==> src/rtl/rcc_pkg.sv <==
// Shared RCC definitions for the ETH kernel-clock switch sequencer:
// state encoding, default wait constants and a small sizing helper.
package rcc_pkg;

    typedef enum logic [2:0] {
        ST_IDLE     = 3'd0,
        ST_GATE_OFF = 3'd1,
        ST_SWITCH   = 3'd2,
        ST_SETTLE   = 3'd3,
        ST_GATE_ON  = 3'd4,
        ST_ERR      = 3'd5,
        ST_ACK      = 3'd6
    } rcc_eth_sw_state_e;

    localparam int RCC_ETH_GATE_WAIT   = 4;
    localparam int RCC_ETH_SW_TIMEOUT  = 64;
    localparam int RCC_ETH_SETTLE_WAIT = 4;
    localparam int RCC_ETH_CNT_W       = 8;

    // Largest of the three wait lengths; the counter never reaches this value.
    function automatic int rcc_max3(input int a, input int b, input int c);
        int m;
        m = a;
        if (b > m) begin
            m = b;
        end else begin
            m = m;
        end
        if (c > m) begin
            m = c;
        end else begin
            m = m;
        end
        return m;
    endfunction

endpackage

==> src/rtl/rcc_eth_clk_switch_seq_chk.sv <==
// Property checker for the ETH clock switch sequencer: busy tracks the
// state, the ack is a single-cycle pulse, selects move only at the two
// legal points, and the wait counter stays below its largest terminal count.
module rcc_eth_clk_switch_seq_chk
    import rcc_pkg::*;
#(
    parameter int CNT_W     = RCC_ETH_CNT_W,
    parameter int CNT_LIMIT = RCC_ETH_SW_TIMEOUT
) (
    input  logic              clk,
    input  logic              rst_n,
    input  rcc_eth_sw_state_e state,
    input  logic              busy,
    input  logic              req_ack,
    input  logic              eth_fes_o,
    input  logic              eth_epis_2_o,
    input  logic [CNT_W-1:0]  cnt
);

    a_busy_matches_state : assert property (
        @(posedge clk) disable iff (!rst_n) busy == (state != ST_IDLE));

    a_ack_one_cycle : assert property (
        @(posedge clk) disable iff (!rst_n) req_ack |=> !req_ack);

    a_sel_change_legal : assert property (
        @(posedge clk) disable iff (!rst_n)
        ((eth_fes_o != $past(eth_fes_o)) || (eth_epis_2_o != $past(eth_epis_2_o)))
        |-> (($past(state) == ST_GATE_OFF) || ($past(state) == ST_ERR)));

    a_cnt_bounded : assert property (
        @(posedge clk) disable iff (!rst_n) int'(cnt) < CNT_LIMIT);

endmodule

==> src/rtl/rcc_eth_clk_switch_seq.sv <==
// ETH kernel-clock reconfiguration sequencer. On a MAC request that changes
// fes/epis_2 it gates the MII clocks, swaps the selects, waits for the
// glitch-free switches, settles, ungates and acks. A request without a
// change is acked immediately; a switch timeout reverts the selects and
// raises a sticky error.
module rcc_eth_clk_switch_seq
    import rcc_pkg::*;
#(
    parameter int GATE_WAIT   = RCC_ETH_GATE_WAIT,
    parameter int SW_TIMEOUT  = RCC_ETH_SW_TIMEOUT,
    parameter int SETTLE_WAIT = RCC_ETH_SETTLE_WAIT,
    parameter int CNT_W       = RCC_ETH_CNT_W
) (
    input  logic clk,
    input  logic rst_n,
    input  logic req,
    input  logic req_fes,
    input  logic req_epis_2,
    input  logic clk_en_req,
    input  logic sw_done,
    input  logic err_clr,
    output logic req_ack,
    output logic busy,
    output logic eth_clk_gate_en,
    output logic eth_fes_o,
    output logic eth_epis_2_o,
    output logic sw_err
);

    localparam logic [CNT_W-1:0] CNT_ONE    = {{(CNT_W-1){1'b0}}, 1'b1};
    localparam logic [CNT_W-1:0] GATE_LAST  = CNT_W'(GATE_WAIT - 1);
    localparam logic [CNT_W-1:0] SW_LAST    = CNT_W'(SW_TIMEOUT - 1);
    localparam logic [CNT_W-1:0] SETTLE_LAST = CNT_W'(SETTLE_WAIT - 1);

    rcc_eth_sw_state_e state;
    logic [CNT_W-1:0]  cnt;
    logic              gate_allow;
    logic              lat_fes;
    logic              lat_epis_2;
    logic              prev_fes;
    logic              prev_epis_2;

    // Functional enable is honoured only while the sequencer allows the gates open.
    assign eth_clk_gate_en = clk_en_req & gate_allow;

    // Sequencer state, wait counter and all registered outputs.
    always_ff @(posedge clk or negedge rst_n) begin
        if (!rst_n) begin
            state        <= ST_IDLE;
            cnt          <= '0;
            req_ack      <= 1'b0;
            busy         <= 1'b0;
            gate_allow   <= 1'b1;
            eth_fes_o    <= 1'b0;
            eth_epis_2_o <= 1'b0;
            sw_err       <= 1'b0;
            lat_fes      <= 1'b0;
            lat_epis_2   <= 1'b0;
            prev_fes     <= 1'b0;
            prev_epis_2  <= 1'b0;
        end else begin
            req_ack <= 1'b0;
            // A timeout in ERR below overrides a same-cycle clear.
            if (err_clr) begin
                sw_err <= 1'b0;
            end
            case (state)
                ST_IDLE: begin
                    cnt <= '0;
                    if (req) begin
                        busy <= 1'b1;
                        if ((req_fes != eth_fes_o) || (req_epis_2 != eth_epis_2_o)) begin
                            state       <= ST_GATE_OFF;
                            gate_allow  <= 1'b0;
                            lat_fes     <= req_fes;
                            lat_epis_2  <= req_epis_2;
                            prev_fes    <= eth_fes_o;
                            prev_epis_2 <= eth_epis_2_o;
                        end else begin
                            state   <= ST_ACK;
                            req_ack <= 1'b1;
                        end
                    end
                end
                ST_GATE_OFF: begin
                    if (cnt == GATE_LAST) begin
                        state        <= ST_SWITCH;
                        eth_fes_o    <= lat_fes;
                        eth_epis_2_o <= lat_epis_2;
                        cnt          <= '0;
                    end else begin
                        cnt <= cnt + CNT_ONE;
                    end
                end
                ST_SWITCH: begin
                    if (sw_done) begin
                        state <= ST_SETTLE;
                        cnt   <= '0;
                    end else if (cnt == SW_LAST) begin
                        state <= ST_ERR;
                        cnt   <= '0;
                    end else begin
                        cnt <= cnt + CNT_ONE;
                    end
                end
                ST_SETTLE: begin
                    // Gates reopen on GATE_ON entry so the gated window is exactly
                    // GATE_OFF + SWITCH + SETTLE cycles.
                    if (cnt == SETTLE_LAST) begin
                        state      <= ST_GATE_ON;
                        gate_allow <= 1'b1;
                        cnt        <= '0;
                    end else begin
                        cnt <= cnt + CNT_ONE;
                    end
                end
                ST_GATE_ON: begin
                    state      <= ST_ACK;
                    gate_allow <= 1'b1;
                    req_ack    <= 1'b1;
                end
                ST_ERR: begin
                    state        <= ST_ACK;
                    sw_err       <= 1'b1;
                    eth_fes_o    <= prev_fes;
                    eth_epis_2_o <= prev_epis_2;
                    gate_allow   <= 1'b1;
                    req_ack      <= 1'b1;
                end
                ST_ACK: begin
                    state <= ST_IDLE;
                    busy  <= 1'b0;
                end
                default: begin
                    state      <= ST_IDLE;
                    busy       <= 1'b0;
                    gate_allow <= 1'b1;
                    cnt        <= '0;
                end
            endcase
        end
    end

    rcc_eth_clk_switch_seq_chk #(
        .CNT_W     (CNT_W),
        .CNT_LIMIT (rcc_max3(GATE_WAIT, SW_TIMEOUT, SETTLE_WAIT))
    ) u_chk (
        .clk          (clk),
        .rst_n        (rst_n),
        .state        (state),
        .busy         (busy),
        .req_ack      (req_ack),
        .eth_fes_o    (eth_fes_o),
        .eth_epis_2_o (eth_epis_2_o),
        .cnt          (cnt)
    );

endmodule

==> config.mk <==
export PLATFORM = sky130hd
export DESIGN_NAME = rcc_eth_clk_switch_seq
export DESIGN_NICKNAME = d
export VERILOG_FILES = /design/src/rtl/rcc_pkg.sv /design/src/rtl/rcc_eth_clk_switch_seq_chk.sv /design/src/rtl/rcc_eth_clk_switch_seq.sv
export SDC_FILE = /design/constraint.sdc
export NUM_CORES = 1
export LEC_CHECK = 0
export BUFFER_PORTS_ARGS = -buffer_cell sky130_fd_sc_hd__buf_4
export CELL_PAD_IN_SITES_DETAIL_PLACEMENT = 0
export CELL_PAD_IN_SITES_GLOBAL_PLACEMENT = 1
export CORE_MARGIN = 5
export CORE_UTILIZATION = 47
export DETAILED_ROUTE_END_ITERATION = 16
export GPL_TIMING_DRIVEN = 0
export PLACE_DENSITY = 0.86
export SETUP_SLACK_MARGIN = 0.15
export SLEW_MARGIN = 20
export SYNTH_ARGS = -nofsm -noshare
export SYNTH_HDL_FRONTEND = slang
export SYNTH_SLANG_ARGS = --single-unit
==> constraint.sdc <==
create_clock -name clk -period 3.1 [get_ports clk]
set_input_delay 0.465 -clock clk [delete_from_list [all_inputs] [get_ports clk]]
set_output_delay 0.465 -clock clk [all_outputs]
set_load 0.01 [all_outputs]
Yosys cells after proc, flatten, opt, wreduce, memory -nomap -nowiden
Cells that the tools add are included.
Storage, ports and cells
  bits in registers: 21
  input port bits: 8
  output and inout bits: 6
  logic and storage cells: 71
Operators by class
  add/subtract/negate cells: 1
  equal/unequal tests: 15
  mux-type cells: 26
  bitwise logic cells: 3
  reduce and logical (&&, ||, !) cells: 14
Operator list (number)
  2-to-1 mux 8 bit: 3
  case mux 8 bit (3 select lines): 1
  2-to-1 mux 3 bit: 6
  case mux 3 bit (5 select lines): 1
  2-to-1 mux 1 bit: 10
  == test 3 bit (second input constant): 3
  adder 8 x 1 -> 8 bit (second input constant): 1
  == test 8 x 2 -> 1 bit (second input constant): 1
  == test 8 x 6 -> 1 bit (second input constant): 1
  inequality test 2 bit (second input constant): 4
  case mux 1 bit (2 select lines): 4
  AND reduction 4 bit: 2
  == test 3 x 2 -> 1 bit (second input constant): 2
  OR reduction 3 bit: 2
  OR reduction 5 bit: 1
  AND reduction 2 bit: 2
  nonzero test 2 bit: 2
  OR reduction 2 bit: 2
  == test 3 x 1 -> 1 bit (second input constant): 1
  logical NOT 3 bit: 1
  inequality test 3 bit (second input constant): 1
  case mux 1 bit (3 select lines): 1
  AND reduction 3 bit: 1
  inequality test 1 bit: 2
  other kinds (3): 4

Longest topological paths before layout
Gate-level depths: netlist of run 1.
  word-level depth: 5
  gate-level depth with buffers: 5

Least setup slack after synthesis of run 1
OpenSTA, ideal clock, no wires.
  path type: register to register
  start: reg state[2]
  end: reg state[0]
  setup time: 0.120 ns
  data arrival time: 1.508 ns
  path slack: 1.473 ns
  stages on the path, launching flop included: 5
  path buffers: 0
  cells stage by stage: dfrtp_1 -> or4b_4 -> a31oi_4 -> nor4_2 -> a31o_1
On the way
  word-level cells in the longest chain between the ends: 3
  elaborated cells between the ends (all ways): 13
Ends and longest elaborated chain
  start: declaration: line rcc_eth_clk_switch_seq.sv:35  | rcc_eth_sw_state_e state;
  start signal: assignment: line rcc_eth_clk_switch_seq.sv:49  | state <= ST_IDLE;
  start signal: assignment: line rcc_eth_clk_switch_seq.sv:73  | state <= ST_GATE_OFF;
  start signal: assignment: line rcc_eth_clk_switch_seq.sv:80  | state <= ST_ACK;
  == test 3 bit, or another cell as far along: line rcc_eth_clk_switch_seq.sv:67  | case (state)
  OR reduction 2 bit (no source line), or another cell as far along
  case mux 3 bit (5 select lines) or AND reduction 4 bit (tied branches)
Several ways; a longest one is shown, not always the timed one.
A chain may end at the register's enable or synchronous reset.

Worst setup path in the final report of run 1
Same ends and word-level chain as after synthesis.

==> impl_metrics.toml, run 1 <==
[worst_setup_path]
r2r-end = "state[0]"
startpoint_type = "flip-flop"
worstPathRequired_ns = 3.31
r2r_cells = 4
worstPathArrival_ns = 2.00
r2r-start = "state[2]"
path_class = "reg2reg"
endpoint_kind = "flip-flop"
path_max_fanout = 8
r2r_slack_ns = 1.31

[die]
num_rows = 18
dieWidth_um = 59.8
pin_count = 14
die_y_um = 59.8
initial_core_util_pct = 48.0
die-area_um2 = 3580
core_area_um2 = 2430

[clocking]
post_cts_buffers = 0
ctsHtreeMaxLevel = 1
path_clk_slew_ns = 0.12
ctsResizeCount = 0
cts-buffers-inserted = 3
clock_sinks = 21
ctsHoldBuffers = 0
clock_path_buffers = 2
clk_latency_ns = 0.31
cts-root-buf = "clkbuf_4"
cts_tree = "yes"

[power]
power_switching_mw = 0.495
vdd_drop_max_mv = 0.476
pwr-share-clk_pct = 11.5
power.total_mw = 1.17
p_leak_nw = 0.563
internal_power_mw = 0.677
switching_share_pct = 42.2
power_density_nw_per_um2 = 882
power_frac_seq_pct = 39.9
power_frac_comb_pct = 48.6

[sta]
tightest_slew_ns = 0.519
fin_worst_skew_ns = 0.00804
fin_crit_ns = 1.79
final.period_utilization_pct = 57.7
hold_violations = 0
rsz0062_at_grt = "no"
setup_violations = 0
setup_ws_ns = 1.31
max_freq_mhz = 559
fin_tns_setup_ns = 0
drv_slew = 0
slew_headroom_pct = 65.1

[drt]
drtIter0Drc = 19
wl_per_cell_um = 14.7
highest_layer = "met4"
antenna_left = 0
firstDrtPassIters = 4
route.met2.wl_um = 1150
vias = 933
wirelength_met1_um = 1090
wl_met3_um = 104
drc = 0
via_per_inst = 5.76
routed_wl_um = 2380

[yosys]
synth-compound-area-share_pct = 21.5
syn-instance-count = 115
ys_seq_area_share_pct = 45.1
synth_edf_count = 0
async_reset_ff_share_pct = 100
yosys_warnings = 0
synth_fa_ha_area_share_pct = 1.07
synth_cell_types = 41
synthXorXnorAreaFrac_pct = 3.75
synth_top_family_by_area = "compound AO/OA/AOI/OAI gates"
synth-simple-area-share_pct = 21.2
ys_seq_elements = 21
syn_nets = 124
ys.flop_type = "dfrtp_1"
muxShareOfSynthArea_pct = 3.86
syn_area_um2 = 1170
avgSynthCellArea_um2 = 10.2

[placed_design]
pre_cts_ws_ns = 1.30
place_area_um2 = 1300
gp_congestion = 0.760
dp_cells = 158
dp_hpwl_um = 1790
port-buffer-count = 13

[global_route]
grt_pass1_vias = 882
grt_pass1_wl_um = 4080
grt_antenna_before_repair = 0
grt_max_degree = 22
track_usage_pct = 15.1
overflow = 0

[finish]
multi_input_area_um2 = 601
drive_gt1_share_pct = 22.0
mostFrequentLayoutCell = "dfrtp_1"
syn_to_final_growth_pct = 13.8
num-fill-cells = 220
fin_nets = 142
final_cell_area_um2 = 1330
diodes = 0
fin_cells = 162
final_cell_mix = "dfrtp_1, buf_4, nand2_1"
final-seq-area_um2 = 527

[flow_run]
maxCapViolCount = 0

[worst_hold_path]
hold_class = "in2async"

[status]
outcome = "finished, final reports clean"
==> per-layer routing <==
metal  track usage, %  up-vias
met4             4.75        0
met2             24.1       13
met5                0        -
met3             4.75        6
met1             19.4      459
li1                 -      455
==> synthesized netlist by cell type, types with 2 or more instances <==
master / instances / share of area, %
a21oi_1: 9 / 3.9
dfrtp_1: 20 / 43
mux2_1: 3 / 2.9
o21ai_1: 3 / 1.3
nor2_1: 8 / 2.6
inv_1: 5 / 1.6
o22ai_1: 5 / 2.7
and2_1: 2 / 1.1
nor2b_1: 4 / 2.1
nand2_1: 11 / 3.5
o21ai_0: 5 / 2.1
nor4_1: 2 / 1.1
xnor2_1: 3 / 2.3
xor2_1: 2 / 1.5
o2bb2ai_1: 2 / 1.5
nor3_1: 3 / 1.3
nand3_1: 3 / 1.3
a31oi_1: 2 / 1.1
==> worst max-delay path by stage <==
stage	from	endpoint	slack [ns]	cells after the start
after floorplan	state[2]	state[0]	1.47	4
after global placement	sw_done	state[0]	1.29	5
after detailed placement	sw_done	state[0]	1.30	5
after CTS	state[2]	state[0]	1.32	4
after global routing	cnt[1]	state[1]	1.20	5
final	state[2]	state[0]	1.31	4
==> state kept, by name, indices dropped and copies added (netlist names) <==
register and cells:
busy 1, sw_err 1, state 3, lat_epis_2 1
req_ack 1, gate_allow 1, cnt 8, lat_fes 1
prev_epis_2 1, prev_fes 1, eth_fes_o 1, eth_epis_2_o 1
==> final cells by class <==
class / instances / share of cell area (%)
well taps: 30 / 2.82
plain buffers: 2 / 1.60
clock buffers: 4 / 1.98
repair buffers: 13 / 7.34
multi-input cells: 87 / 45.2
flip-flops and latches: 21 / 39.6
inverters: 5 / 1.41
==> critical path, cell delays in order (launching register included) <==
cell and delay [ns]:
dfrtp_1 0.49, or4b_4 0.59, a31oi_4 0.29, nor4_2 0.10, a31o_1 0.22
==> metrics by stage <==
stage,utilization (%),hold WS [ns]
floorplan,-,0.169
global placement,53.5,0.366
detailed placement,53.5,0.368
CTS,54.6,0.0254
global route,54.6,0.0270
finish,54.6,0.0138
==> power by group through the flow <==
stage | sequential, mW | combinational (mW) | clock, mW
after CTS | 0.466 | 0.572 | 0.140
after global routing | 0.481 | 0.637 | 0.148
after floorplan | 0.462 | 0.410 | 0
after detailed placement | 0.470 | 0.570 | 0
final | 0.467 | 0.570 | 0.134
after global placement | 0.465 | 0.557 | 0
==> cells by family after synthesis <==
logic type,count (synthesis)
xor gates and xnor gates,5
buffers and inverters,7
muxes,4
DFF,21
and+or+nand+nor,43
AOI/OAI and AO/OA,34
adders and majority gates,1
(Power assumes the default switching activity.)
==> run 2: changes to the inputs <==
--- a/config.mk
+++ b/config.mk
@@ -5,14 +5,15 @@
 export SDC_FILE = /design/constraint.sdc
 export NUM_CORES = 1
 export LEC_CHECK = 0
+export ABC_AREA = 1
 export BUFFER_PORTS_ARGS = -buffer_cell sky130_fd_sc_hd__buf_4
 export CELL_PAD_IN_SITES_DETAIL_PLACEMENT = 0
 export CELL_PAD_IN_SITES_GLOBAL_PLACEMENT = 1
 export CORE_MARGIN = 5
-export CORE_UTILIZATION = 47
+export CORE_UTILIZATION = 38
 export DETAILED_ROUTE_END_ITERATION = 16
 export GPL_TIMING_DRIVEN = 0
-export PLACE_DENSITY = 0.86
+export PLACE_DENSITY = 0.78
 export SETUP_SLACK_MARGIN = 0.15
 export SLEW_MARGIN = 20
 export SYNTH_ARGS = -nofsm -noshare
==> constraint.sdc (replaced) <==
create_clock -name clk -period 1.6 [get_ports clk]
set_input_delay 0.24 -clock clk [delete_from_list [all_inputs] [get_ports clk]]
set_output_delay 0.24 -clock clk [all_outputs]
set_load 0.01 [all_outputs]
==> run 2 against run 1 <==
Sequential share of layout area is 3.8 points lower. Total power increased by 110%. Combinational power is 130% higher. First-iteration DRC count is 63% higher. Flip-flop and latch count unchanged. Critical path type unchanged. Largest cell class unchanged.
==> impl_metrics.toml, run 2 <==
[finish]
diodes = 0
largest_register = "cnt"
fin_nets = 189
largestRegisters = "cnt (8), state (3)"
syn_to_final_growth_pct = 18.5
final_cell_mix = "nand2_1, inv_1, dfrtp_1"
largest_reg_flops = 8
mostFrequentLayoutCell = "nand2_1"
fin_cells = 223
num-fill-cells = 328
drive_gt1_share_pct = 27.9
final_core_util_pct = 47.5

[sta]
hold_violations = 0
slew_headroom_pct = 81.7
final.period_utilization_pct = 88.2
tightest_slew_ns = 0.274
max_freq_mhz = 709
fin_worst_skew_ns = 0.00269
setup_violations = 0
holdWs_ns = 0.0987
fin_crit_ns = 1.41
fin_tns_setup_ns = 0
drv_slew = 0
rsz0062_at_grt = "yes"

[global_route]
grt_max_degree = 22
grt_pass1_vias = 1041
overflow = 0
grt_antenna_before_repair = 0
grt_pass1_wl_um = 4400
track_usage_pct = 12.9

[yosys]
syn_area_um2 = 1240
ys.flop_type = "dfrtp_1"
yosys_warnings = 0
synth-compound-area-share_pct = 7.55
async_reset_ff_share_pct = 100
synth-simple-area-share_pct = 35.8
synth_most_common_cell = "nand2_1"
syn-instance-count = 160
ys_seq_elements = 21
yosysTopAreaCellShare_pct = 40.3
synth_edf_count = 0
avgSynthCellArea_um2 = 7.77
synthTopCellsByArea = "dfrtp_1, nand2_1, inv_1, nor2_4, o21ai_0"
synthXorXnorAreaFrac_pct = 3.52
muxShareOfSynthArea_pct = 0.806
ys_seq_area_share_pct = 42.4
synth_top_family_by_area = "simple AND/OR/NAND/NOR gates"
ys_top_cells_by_count = "nand2_1, inv_1, dfrtp_1"
syn_nets = 169
synth_fa_ha_area_share_pct = 1.01
synth_area_leader_cell = "dfrtp_1"
synth_cell_types = 24

[drt]
antenna_left = 0
firstDrtPassIters = 4
drtIter0Drc = 31
routed_wl_um = 2500
vias = 1059
via_per_inst = 4.75
drc = 0
wl_per_cell_um = 11.2

[clocking]
cts-root-buf = "clkbuf_4"
clock_path_buffers = 2
cts_tree = "yes"
cts-buffers-inserted = 3
clock_sinks = 21
path_clk_slew_ns = 0.12
clk_latency_ns = 0.31
ctsHtreeMaxLevel = 1

[power]
vdd_drop_max_mv = 0.744
power_density_nw_per_um2 = 1690
pwr-share-clk_pct = 10.9
power.total_mw = 2.49
p_leak_nw = 0.740
power_switching_mw = 1.13
power_frac_comb_pct = 53.2
power_frac_seq_pct = 35.9
internal_power_mw = 1.36
switching_share_pct = 45.5

[worst_setup_path]
endpoint_kind = "flip-flop"
worstPathArrival_ns = 1.63
worstPathRequired_ns = 1.81
path_max_fanout = 5
startpoint_type = "flip-flop"
path_class = "reg2reg"

[die]
initial_core_util_pct = 40.0
core_area_um2 = 3100
die-area_um2 = 4510
dieWidth_um = 67.2
pin_count = 14
num_rows = 20
die_y_um = 67.2

[placed_design]
port-buffer-count = 13
dp_hpwl_um = 1880
dp_cells = 217
gp_congestion = 0.864

[flow_run]
maxCapViolCount = 0

[worst_hold_path]
hold_class = "in2reg"

[status]
outcome = "finished, final reports clean"
-- run 2: logic make-up (layout without fill, tap and decap cells) --
group	Yosys count	after routing
adder cells (fa/ha/maj)	1	1
AO/OA/AOI/OAI	18	18
flip-flops	21	21
AND/OR/NAND/NOR	87	87
multiplexers	1	1
XOR/XNOR	5	5
buffers and inverters	27	46
-- run 2: layer usage --
layer | share of wire [%] | vias to the layer above | global-route usage, %
met5 | 0 | - | 0
met4 | 1.3 | 0 | 4.05
met3 | 4.4 | 4 | 4.16
met2 | 47 | 17 | 21.0
met1 | 47 | 502 | 16.1
li1 | - | 536 | -
-- run 2: final timing paths --
check	from	to	slack [ns]	cells after the start
max	cnt[0]	cnt[7]	0.19	10
min	err_clr	sw_err	0.1	2
max reg2reg	cnt[0]	cnt[7]	0.19	10
min reg2reg	gate_allow	gate_allow	0.47	2
max in group asynchronous	rst_n	gate_allow	1.00	2
min in group asynchronous	rst_n	eth_fes_o	0.33	2
-- run 2: power by group through the flow --
| stage | combinational (mW) | clock [mW] | sequential (mW) |
|---|---|---|---|
| after global placement | 1.26 | 0 | 0.884 |
| after global routing | 1.50 | 0.305 | 0.925 |
| after floorplan | 0.946 | 0 | 0.886 |
| final | 1.33 | 0.271 | 0.895 |
| after CTS | 1.29 | 0.279 | 0.883 |
| after detailed placement | 1.28 | 0 | 0.890 |
-- run 2: through the flow --
stage	area (µm²)	worst slack [ns]
2_1_floorplan	1240	0.268
4_1_cts	1440	0.159
3_5_place_dp	1400	0.118
6_report	1470	0.189
3_3_place_gp	1400	0.161
5_1_grt	1470	0.0589
-- run 2: what timing repair did --
item,CTS,global route
gates resized for setup,2,10
hold buffers,1,0
pin swaps,1,5
setup buffers,0,1
setup endpoints to repair,8,14
endpoints found under the hold margin,20,0
-- run 2: worst max-delay path: stages, from the launching register on --
cell     delay, ns
dfrtp_1       0.44
ha_4          0.18
nand2_2       0.06
inv_2         0.06
nand2_2       0.05
nor2_4        0.13
nor2_4        0.07
nor2_4        0.14
nand2_4       0.08
inv_6         0.08
nor2_2        0.03
-- run 2: cell type report --
cell class,count,area (µm²),area share [%]
multi-input combinational,112,634,43.1
sequential,21,528,35.9
buffer,1,11.3,0.765
tap,44,55.1,3.74
timing repair buffer,15,115,7.82
inverter,26,103,6.97
clock buffer,4,26.3,1.78
==> run 3: changes to the inputs <==
--- a/config.mk
+++ b/config.mk
@@ -5,15 +5,14 @@
 export SDC_FILE = /design/constraint.sdc
 export NUM_CORES = 1
 export LEC_CHECK = 0
-export ABC_AREA = 1
-export BUFFER_PORTS_ARGS = -buffer_cell sky130_fd_sc_hd__buf_4
 export CELL_PAD_IN_SITES_DETAIL_PLACEMENT = 0
 export CELL_PAD_IN_SITES_GLOBAL_PLACEMENT = 1
 export CORE_MARGIN = 5
-export CORE_UTILIZATION = 38
+export CORE_UTILIZATION = 43
 export DETAILED_ROUTE_END_ITERATION = 16
+export DONT_BUFFER_PORTS = 1
 export GPL_TIMING_DRIVEN = 0
-export PLACE_DENSITY = 0.78
+export PLACE_DENSITY = 0.77
 export SETUP_SLACK_MARGIN = 0.15
 export SLEW_MARGIN = 20
 export SYNTH_ARGS = -nofsm -noshare
==> run 3 against run 2 <==
The flow now finishes with violations (setup timing). Critical path depth decreased by 6. Count of clock-buffer cells in the layout decreased by 1. Fmax decreased by 14%. First-iteration DRC count decreased by 39%. Core utilization increased by 10 points. Register-to-register slack got worse by 0.23 ns. Sequential power increased by 3.8%. Sequential share of layout area increased by 0.52 points. Flip-flop and latch count unchanged. Critical endpoint is now state[0].
==> impl_metrics.toml, run 3 (synthesized netlist as in run 1, its figures left out) <==
[worst_setup_path]
worstPathArrival_ns = 1.84
endpoint_kind = "flip-flop"
cpMaxStageDelayCell = "or4b_4"
crit_chain = "or4b_4 -> a31oi_4 -> nor4_2 -> a31o_1"
cp.buffers_inverters = 0
startpoint_type = "flip-flop"
crit_family = "simple AND/OR/NAND/NOR gates"
critPathMaxStageDelay_ns = 0.54
path_class = "reg2reg"
path_max_fanout = 5
worstPathRequired_ns = 1.81

[die]
num_rows = 18
core_area_um2 = 2540
pin_count = 14
die-area_um2 = 3860
die_y_um = 62.1
initial_core_util_pct = 45.9
dieWidth_um = 62.1

[drt]
drtIter0Drc = 19
antenna_left = 0
firstDrtPassIters = 4
drc = 0
vias = 942
routed_wl_um = 2490
wl_per_cell_um = 15.1
via_per_inst = 5.71

[finish]
syn_to_final_growth_pct = 25.8
num-fill-cells = 231
mostFrequentLayoutCell = "dfrtp_1"
final_core_util_pct = 57.7
final_cell_mix = "dfrtp_1, buf_4, nand2_1"
fin_nets = 145
final-seq-area_um2 = 534
drive_gt1_share_pct = 41.5
largest_register = "cnt"
multi_input_area_um2 = 702
largestRegisters = "cnt (8), state (3)"
diodes = 0
largest_reg_flops = 8

[placed_design]
gp_congestion = 0.767
port-buffer-count = 0
dp_hpwl_um = 1690

[flow_run]
maxCapViolCount = 0

[clocking]
clk_latency_ns = 0.30
ctsHtreeMaxLevel = 1
path_clk_slew_ns = 0.12
clock_path_buffers = 2
clock_sinks = 21
cts-root-buf = "clkbuf_4"
cts_tree = "yes"
cts-buffers-inserted = 3

[global_route]
grt_antenna_before_repair = 0
track_usage_pct = 13.4
grt_pass1_vias = 919
grt_max_degree = 22
grt_pass1_wl_um = 4350
overflow = 0

[status]
failed_checks = "setup timing"
outcome = "finished, violations left"

[power]
power_density_nw_per_um2 = 1780
p_leak_nw = 0.609
vdd_drop_max_mv = 0.868

[sta]
hold_violations = 0
setup_violations = 4
rsz0062_at_grt = "yes"
holdWs_ns = 0.0209
fin_crit_ns = 1.64
drv_slew = 0
setup_ws_ns = -0.0388
tightest_slew_ns = 0.472
fin_worst_skew_ns = 0.00152
final.period_utilization_pct = 102
slew_headroom_pct = 68.3
max_freq_mhz = 610

[worst_hold_path]
hold_class = "in2reg"
run 3: metal layers:
metal	up-vias	global-route usage, %	part of all wire [%]
li1	462	-	-
met1	457	18.2	50
met2	19	20.5	44
met3	4	3.96	4.5
met4	0	4.07	1.2
met5	-	0	0
run 3: worst register-to-register path, stage by stage, from the launching register on:
cell	delay [ns]
dfrtp_2	0.42
or4b_4	0.54
a31oi_4	0.27
nor4_2	0.10
a31o_1	0.22
run 3: area by class of cell:
cell class                 count  area share (%)
buffer                         2            1.45
clock buffer                   3            1.53
clock inverter                 1           0.341
inverter                       5            1.28
multi-input combinational     87            47.8
sequential                    21            36.4
tap                           30            2.56
timing repair buffer          16            8.69
run 3: path summary, 6_finish.rpt:
| check | to | cells past startpoint | slack, ns | start |
|---|---|---|---|---|
| worst max-delay path | state[0] | 4 | -0.04 | state[0] |
| worst max register to register | state[0] | 4 | -0.04 | state[0] |
| worst min register to register | gate_allow | 1 | 0.49 | gate_allow |
| worst min-delay path | sw_err | 1 | 0.02 | err_clr |
| min in group asynchronous | busy | 2 | 0.41 | rst_n |
| max in group asynchronous | cnt[5] | 2 | 0.84 | rst_n |
run 3: repair_timing:
item,in CTS,in global routing
cloned,0,0
hold buffers,1,1
setup endpoints to repair,18,18
endpoints found under the hold margin,21,20
pin swaps,13,10
resized for setup,18,10
setup buffers,12,2
run 3: through the flow:
stage / instances / instance area, µm² / setup WS [ns] / setup TNS, ns / power, mW
2_1_floorplan: 115 / 1170 / -0.00354 / -0.00354 / 1.70
3_3_place_gp: 145 / 1210 / -0.151 / -1.14 / 1.89
3_5_place_dp: 145 / 1210 / -0.149 / -1.17 / 1.91
4_1_cts: 162 / 1410 / -0.0242 / -0.0826 / 2.48
5_1_grt: 165 / 1470 / -0.124 / -0.872 / 2.83
6_report: 165 / 1470 / -0.0388 / -0.0820 / 2.62
run 3: report_power, final:
group | switching (mW) | internal (mW)
Sequential | 0.199 | 0.730
Clock | 0.167 | 0.0932
Combinational | 0.719 | 0.714
Total | 1.09 | 1.54
